--- config.mk ---
export PLATFORM = sky130hd
export DESIGN_NAME = apb_to_bus_bridge
export DESIGN_NICKNAME = d
export VERILOG_FILES = /design/src/rtl/apb_to_bus_bridge.sv
export SDC_FILE = /design/constraint.sdc
export NUM_CORES = 1
export LEC_CHECK = 0
export ABC_AREA = 1
export CORE_MARGIN = 5
export CORE_UTILIZATION = 39
export DETAILED_ROUTE_END_ITERATION = 10
export PLACE_DENSITY = 0.83
export SETUP_SLACK_MARGIN = 0.15
export SYNTH_ARGS = -nofsm -noshare
export SYNTH_HDL_FRONTEND = slang
export SYNTH_SLANG_ARGS = --single-unit
--- constraint.sdc ---
create_clock -name clk -period 3.7 [get_ports clk]
set_clock_uncertainty 0.15 [all_clocks]
set_input_delay 0.37 -clock clk [delete_from_list [all_inputs] [get_ports clk]]
set_output_delay 0.37 -clock clk [all_outputs]
set_load 0.02 [all_outputs]
--- src/rtl/apb_to_bus_bridge.sv ---
// APB4 completer that turns each APB transfer into one simple-bus transaction.
// One transaction outstanding; programmable timeout forces APB completion.
module apb_to_bus_bridge #(
  parameter int unsigned ADDR_WIDTH     = 32,
  parameter int unsigned DATA_WIDTH     = 32,
  parameter int unsigned TIMEOUT_CYCLES = 256
) (
  input  logic                    clk,
  input  logic                    rst,
  input  logic                    psel,
  input  logic                    penable,
  input  logic                    pwrite,
  input  logic [ADDR_WIDTH-1:0]   paddr,
  input  logic [DATA_WIDTH-1:0]   pwdata,
  input  logic [DATA_WIDTH/8-1:0] pstrb,
  output logic                    pready,
  output logic [DATA_WIDTH-1:0]   prdata,
  output logic                    pslverr,
  output logic                    bus_ena,
  output logic [DATA_WIDTH/8-1:0] bus_wstb,
  output logic [ADDR_WIDTH-1:0]   bus_addr,
  output logic [DATA_WIDTH-1:0]   bus_wdata,
  input  logic                    bus_ready,
  input  logic [DATA_WIDTH-1:0]   bus_rdata,
  input  logic                    bus_slverr
);

  localparam int unsigned STRB_WIDTH = DATA_WIDTH / 8;
  localparam int unsigned CNT_WIDTH  = (TIMEOUT_CYCLES < 2) ? 1 : $clog2(TIMEOUT_CYCLES + 1);
  localparam logic [CNT_WIDTH-1:0] CNT_LAST = CNT_WIDTH'(TIMEOUT_CYCLES - 1);

  typedef enum logic [1:0] {
    IDLE,
    REQ,
    RESP
  } state_t;

  state_t                  state, state_n;
  logic                    pready_n;
  logic [DATA_WIDTH-1:0]   prdata_n;
  logic                    pslverr_n;
  logic                    bus_ena_n;
  logic [STRB_WIDTH-1:0]   bus_wstb_n;
  logic [ADDR_WIDTH-1:0]   bus_addr_n;
  logic [DATA_WIDTH-1:0]   bus_wdata_n;
  logic [CNT_WIDTH-1:0]    cnt, cnt_n;
  logic                    abandon, abandon_n;
  logic                    done;
  logic [DATA_WIDTH-1:0]   done_rdata;
  logic                    done_err;

  always_ff @(posedge clk or posedge rst) begin
    if (rst) begin
      state     <= IDLE;
      pready    <= 1'b0;
      prdata    <= '0;
      pslverr   <= 1'b0;
      bus_ena   <= 1'b0;
      bus_wstb  <= '0;
      bus_addr  <= '0;
      bus_wdata <= '0;
      cnt       <= '0;
      abandon   <= 1'b0;
    end else begin
      state     <= state_n;
      pready    <= pready_n;
      prdata    <= prdata_n;
      pslverr   <= pslverr_n;
      bus_ena   <= bus_ena_n;
      bus_wstb  <= bus_wstb_n;
      bus_addr  <= bus_addr_n;
      bus_wdata <= bus_wdata_n;
      cnt       <= cnt_n;
      abandon   <= abandon_n;
    end
  end

  always_comb begin
    state_n     = state;
    pready_n    = pready;
    prdata_n    = prdata;
    pslverr_n   = pslverr;
    bus_ena_n   = bus_ena;
    bus_wstb_n  = bus_wstb;
    bus_addr_n  = bus_addr;
    bus_wdata_n = bus_wdata;
    cnt_n       = cnt;
    abandon_n   = abandon;
    done        = 1'b0;
    done_rdata  = '0;
    done_err    = 1'b0;

    case (state)
      IDLE: begin
        abandon_n = 1'b0;
        cnt_n     = '0;
        if (psel && !penable) begin
          bus_addr_n  = paddr;
          bus_wdata_n = pwdata;
          bus_wstb_n  = pwrite ? pstrb : '0;
          if (pwrite && (pstrb == '0)) begin
            pready_n  = 1'b1;
            pslverr_n = 1'b0;
            prdata_n  = '0;
            state_n   = RESP;
          end else begin
            bus_ena_n = 1'b1;
            state_n   = REQ;
          end
        end
      end

      REQ: begin
        if (!psel) begin
          abandon_n = 1'b1;
        end
        // A read is the only way into REQ with all strobes clear, so the
        // captured strobes double as the read/write flag.
        if (bus_ready) begin
          done       = 1'b1;
          done_rdata = (bus_wstb == '0) ? bus_rdata : '0;
          done_err   = bus_slverr;
        end else if ((TIMEOUT_CYCLES != 0) && (cnt == CNT_LAST)) begin
          done       = 1'b1;
          done_rdata = '0;
          done_err   = 1'b1;
        end else if (TIMEOUT_CYCLES != 0) begin
          cnt_n = cnt + 1'b1;
        end

        if (done) begin
          bus_ena_n = 1'b0;
          // After a psel drop the APB side has moved on: complete silently.
          if (abandon_n) begin
            cnt_n   = '0;
            state_n = IDLE;
          end else begin
            pready_n  = 1'b1;
            prdata_n  = done_rdata;
            pslverr_n = done_err;
            state_n   = RESP;
          end
        end
      end

      RESP: begin
        pready_n  = 1'b0;
        prdata_n  = '0;
        pslverr_n = 1'b0;
        cnt_n     = '0;
        state_n   = IDLE;
      end

      default: begin
        state_n = IDLE;
      end
    endcase
  end

endmodule

==> impl_metrics.yaml <==
routing:
  drt-wirelength-per-cell_um: 14.3
  drt-initial-drc-count: 270
  count_of_vias_placed_by_the_detailed_router: 4626
  drcViolationCount: 0
  viasPerCell: 4.55
  final_antenna_net_count: 0
  drt-pass1-iter-count: 4
  post_route_wl_um: 14500
placed_design:
  detailed_place_hpwl_um: 10300
  io_buffer_count: 209
  total_cell_area_at_the_placement_stage_um2: 7220
  place.detailed.instances: 985
  place.gp.congestion: 0.807
final_layout:
  postLayoutCellArea_um2: 7870
  final_core_util: 0.626
  finish.cell_count_without_fillers: 1017
  antennaDiodeCount: 0
  drive_above_1_share: 0.0533
  n_fill_cell: 1036
  final-seq-area_um2: 2880
  flow.area_growth_from_synthesis_pct: 57.7
  design.final.nets: 940
  multi_input_comb_area_um2: 1760
power_and_ir_drop:
  power_switching_mw: 2.50
  power-per-cell-area_nw_per_um2: 855
  power_switching_share: 0.371
  total_power_mw: 6.73
  internal_power_mw: 4.23
  ir_worst_vdd_uv: 483
  power.combinational.fraction: 0.421
  share_clk_of_total_power: 0.266
  cellLeakagePower_nw: 4.00
  power_frac_seq: 0.312
logic_synthesis:
  count_of_flip_flops_with_a_built_in_enable_after_synthesis: 0
  netlist.top_cell.by_area: "sky130_fd_sc_hd__dfrtp_1"
  unique_cell_type_count_in_the_yosys_netlist: 23
  post-synth-top-count-cell: "sky130_fd_sc_hd__nand2_1"
  netlist.area_leader.share: 0.577
  syn-num-nets: 732
  post_synth.cell_area_avg_um2: 8.00
  mappedNetlistArea_um2: 4990
  ys_seq_area_frac: 0.577
  yosys_warnings: 0
  synth-async-reset-ratio: 1.00
  synth.ff_latch_count: 115
  ys_dominant_reg_cell: "sky130_fd_sc_hd__dfrtp_1"
  post_synth_most_frequent_cells: "sky130_fd_sc_hd__nand2_1, sky130_fd_sc_hd__dfrtp_1, sky130_fd_sc_hd__nand3_1"
  count_of_mapped_cells_out_of_synthesis: 624
  ys_top_cells_by_area: "sky130_fd_sc_hd__dfrtp_1, sky130_fd_sc_hd__nand2_1, sky130_fd_sc_hd__nand3_1"
floorplan:
  num_io_pins: 210
  core.rowCount: 41
  die_h_um: 123
  initial_core_util: 0.397
  design.die.area_um2: 15200
  placeableCoreArea_um2: 12600
  dieWidth_um: 123
timing:
  fraction_of_the_cycle_the_final_worst_path_needs: 0.612
  tns_ns: 0
  final_period_minus_worst_setup_slack_ns: 2.27
  max_slew.worst_pin.slew_ns: 0.676
  slew_violations: 0
  fmax_ghz: 0.441
  max_slew_margin: 0.549
  setup_viol: 0
  rsz0062_at_grt: "false"
  hold_viol: 0
global_routing:
  grt_pass1_vias: 4735
  global_route.usage.total: 0.202
  gr-total-overflow: 0
  grt_first_pass_wirelength_um: 23600
  grt_max_degree: 70
  antenna_violations_before_repair: 0
hold_path:
  min-delay-path-class: "input pin to async pin"
worst_setup_path:
  setup.worst_path.start: "cnt[0]$_DFFE_PP0P_"
  worstReg2RegEnd: "prdata[26]$_DFFE_PP0P_"
  critPathCaptureType: "register"
  flop2flop_setup_slack_ns: 1.43
  worstSetupEndpoint: "prdata[26]$_DFFE_PP0P_"
  rr_worst_depth: 8
  r2r-start: "cnt[0]$_DFFE_PP0P_"
  cp_data_arrival_time_ns: 2.40
  worstPathRequired_ns: 3.84
  critical_path.max_fanout: 34
  timing.setup.critical_path_class: "register to register"
  start_kind: "register"
run_status:
  outcome: "complete, no violations"
cts:
  clockRootBuffer: "sky130_fd_sc_hd__clkbuf_16"
  tritoncts_clock_tree: "yes"
  cts_inserted_buffers: 17
  clk_transition_reported_paths_ns: 0.05
  cts_max_level: 4
  clkLatencyLatePin_ns: 0.41
  cts-root-to-sink-buffers: 2
  cts.sink_count: 115
  post_cts_resize_count: 0
  postCtsSetupRepairBufs: 0
  hold_buf_cts: 0
flow_run:
  cap_violations: 0
==> state kept, by name, indices dropped and copies added, names as in the netlist <==
register / count
abandon: 1
bus_addr: 32
bus_ena: 1
bus_wdata: 32
bus_wstb: 4
cnt: 9
prdata: 32
pready: 1
pslverr: 1
state: 2
==> power groups by stage <==
stage          clock [mW]  combinational (mW)  sequential [mW]
6_report             1.79                2.84             2.10
5_1_grt              1.90                3.09             2.18
4_1_cts              1.82                2.88             2.11
3_5_place_dp            0                2.86             2.11
3_3_place_gp            0                2.82             2.09
2_1_floorplan           0               0.872             2.69
==> how the worst min path moves through the flow <==
stage                                endpoint  slack, ns  cells past startpoint
CTS                 bus_wdata[16]$_DFFE_PP0P_       0.20                      2
finish              bus_wdata[16]$_DFFE_PP0P_       0.19                      2
global placement    bus_wdata[17]$_DFFE_PP0P_       0.30                      2
detailed placement   bus_wdata[3]$_DFFE_PP0P_       0.31                      2
global route            prdata[4]$_DFFE_PP0P_       0.22                      2
floorplan                  cnt[1]$_DFFE_PP0P_       0.32                      2
==> cell usage in the layout (no fill, tap or decap), types with 5 or more instances in the layout <==
cell type and count:
sky130_fd_sc_hd__inv_1 51, sky130_fd_sc_hd__clkdlybuf4s50_1 209, sky130_fd_sc_hd__buf_4 6, sky130_fd_sc_hd__clkbuf_1 5, sky130_fd_sc_hd__nand2_1 302, sky130_fd_sc_hd__nor2_1 39, sky130_fd_sc_hd__bufinv_16 5, sky130_fd_sc_hd__nand3_1 55
sky130_fd_sc_hd__clkbuf_16 17, sky130_fd_sc_hd__dfrtp_1 115, sky130_fd_sc_hd__o21ai_0 13
==> metal layers <==
metal,GRT usage,up-vias,wire (um)
met5,0,-,0
li1,-,2315,-
met1,0.235,2096,5590
met4,0.0616,0,223
met3,0.103,20,1740
met2,0.327,195,6970
==> cell families (layout without fill, tap and decap cells) <==
family	count (synthesis)	in the layout	synth area share
AND/OR/NAND/NOR	407	407	0.329
flip-flops	115	115	0.577
buffers and inverters	82	303	0.0697
AO/OA/AOI/OAI	15	15	0.0150
XOR/XNOR	4	4	0.00702
adder cells (fa/ha/maj)	1	1	0.00251
==> stage by stage <==
step	setup WS (ns)	hold WS, ns
2_1_floorplan	1.78	0.318
5_1_grt	1.19	0.219
4_1_cts	1.43	0.205
3_3_place_gp	1.29	0.303
3_5_place_dp	1.24	0.307
6_report	1.43	0.192
==> area by class of cell <==
class | instances | area share
well taps | 172 | 0.0273
clock inverters | 8 | 0.0221
multi-input cells | 427 | 0.224
flip-flops and latches | 115 | 0.366
repair buffers | 216 | 0.274
clock buffers | 24 | 0.0599
inverters | 55 | 0.0267
==> critical path, cell delays in order, from the launching register on <==
cell	delay, ns
sky130_fd_sc_hd__dfrtp_1	0.39
sky130_fd_sc_hd__ha_1	0.25
sky130_fd_sc_hd__nand3_1	0.11
sky130_fd_sc_hd__nor2_2	0.13
sky130_fd_sc_hd__nand2_1	0.10
sky130_fd_sc_hd__nand3_2	0.11
sky130_fd_sc_hd__nand3_2	0.54
sky130_fd_sc_hd__nand2_1	0.25
sky130_fd_sc_hd__nand2_1	0.10
(Power assumes the default switching activity.)
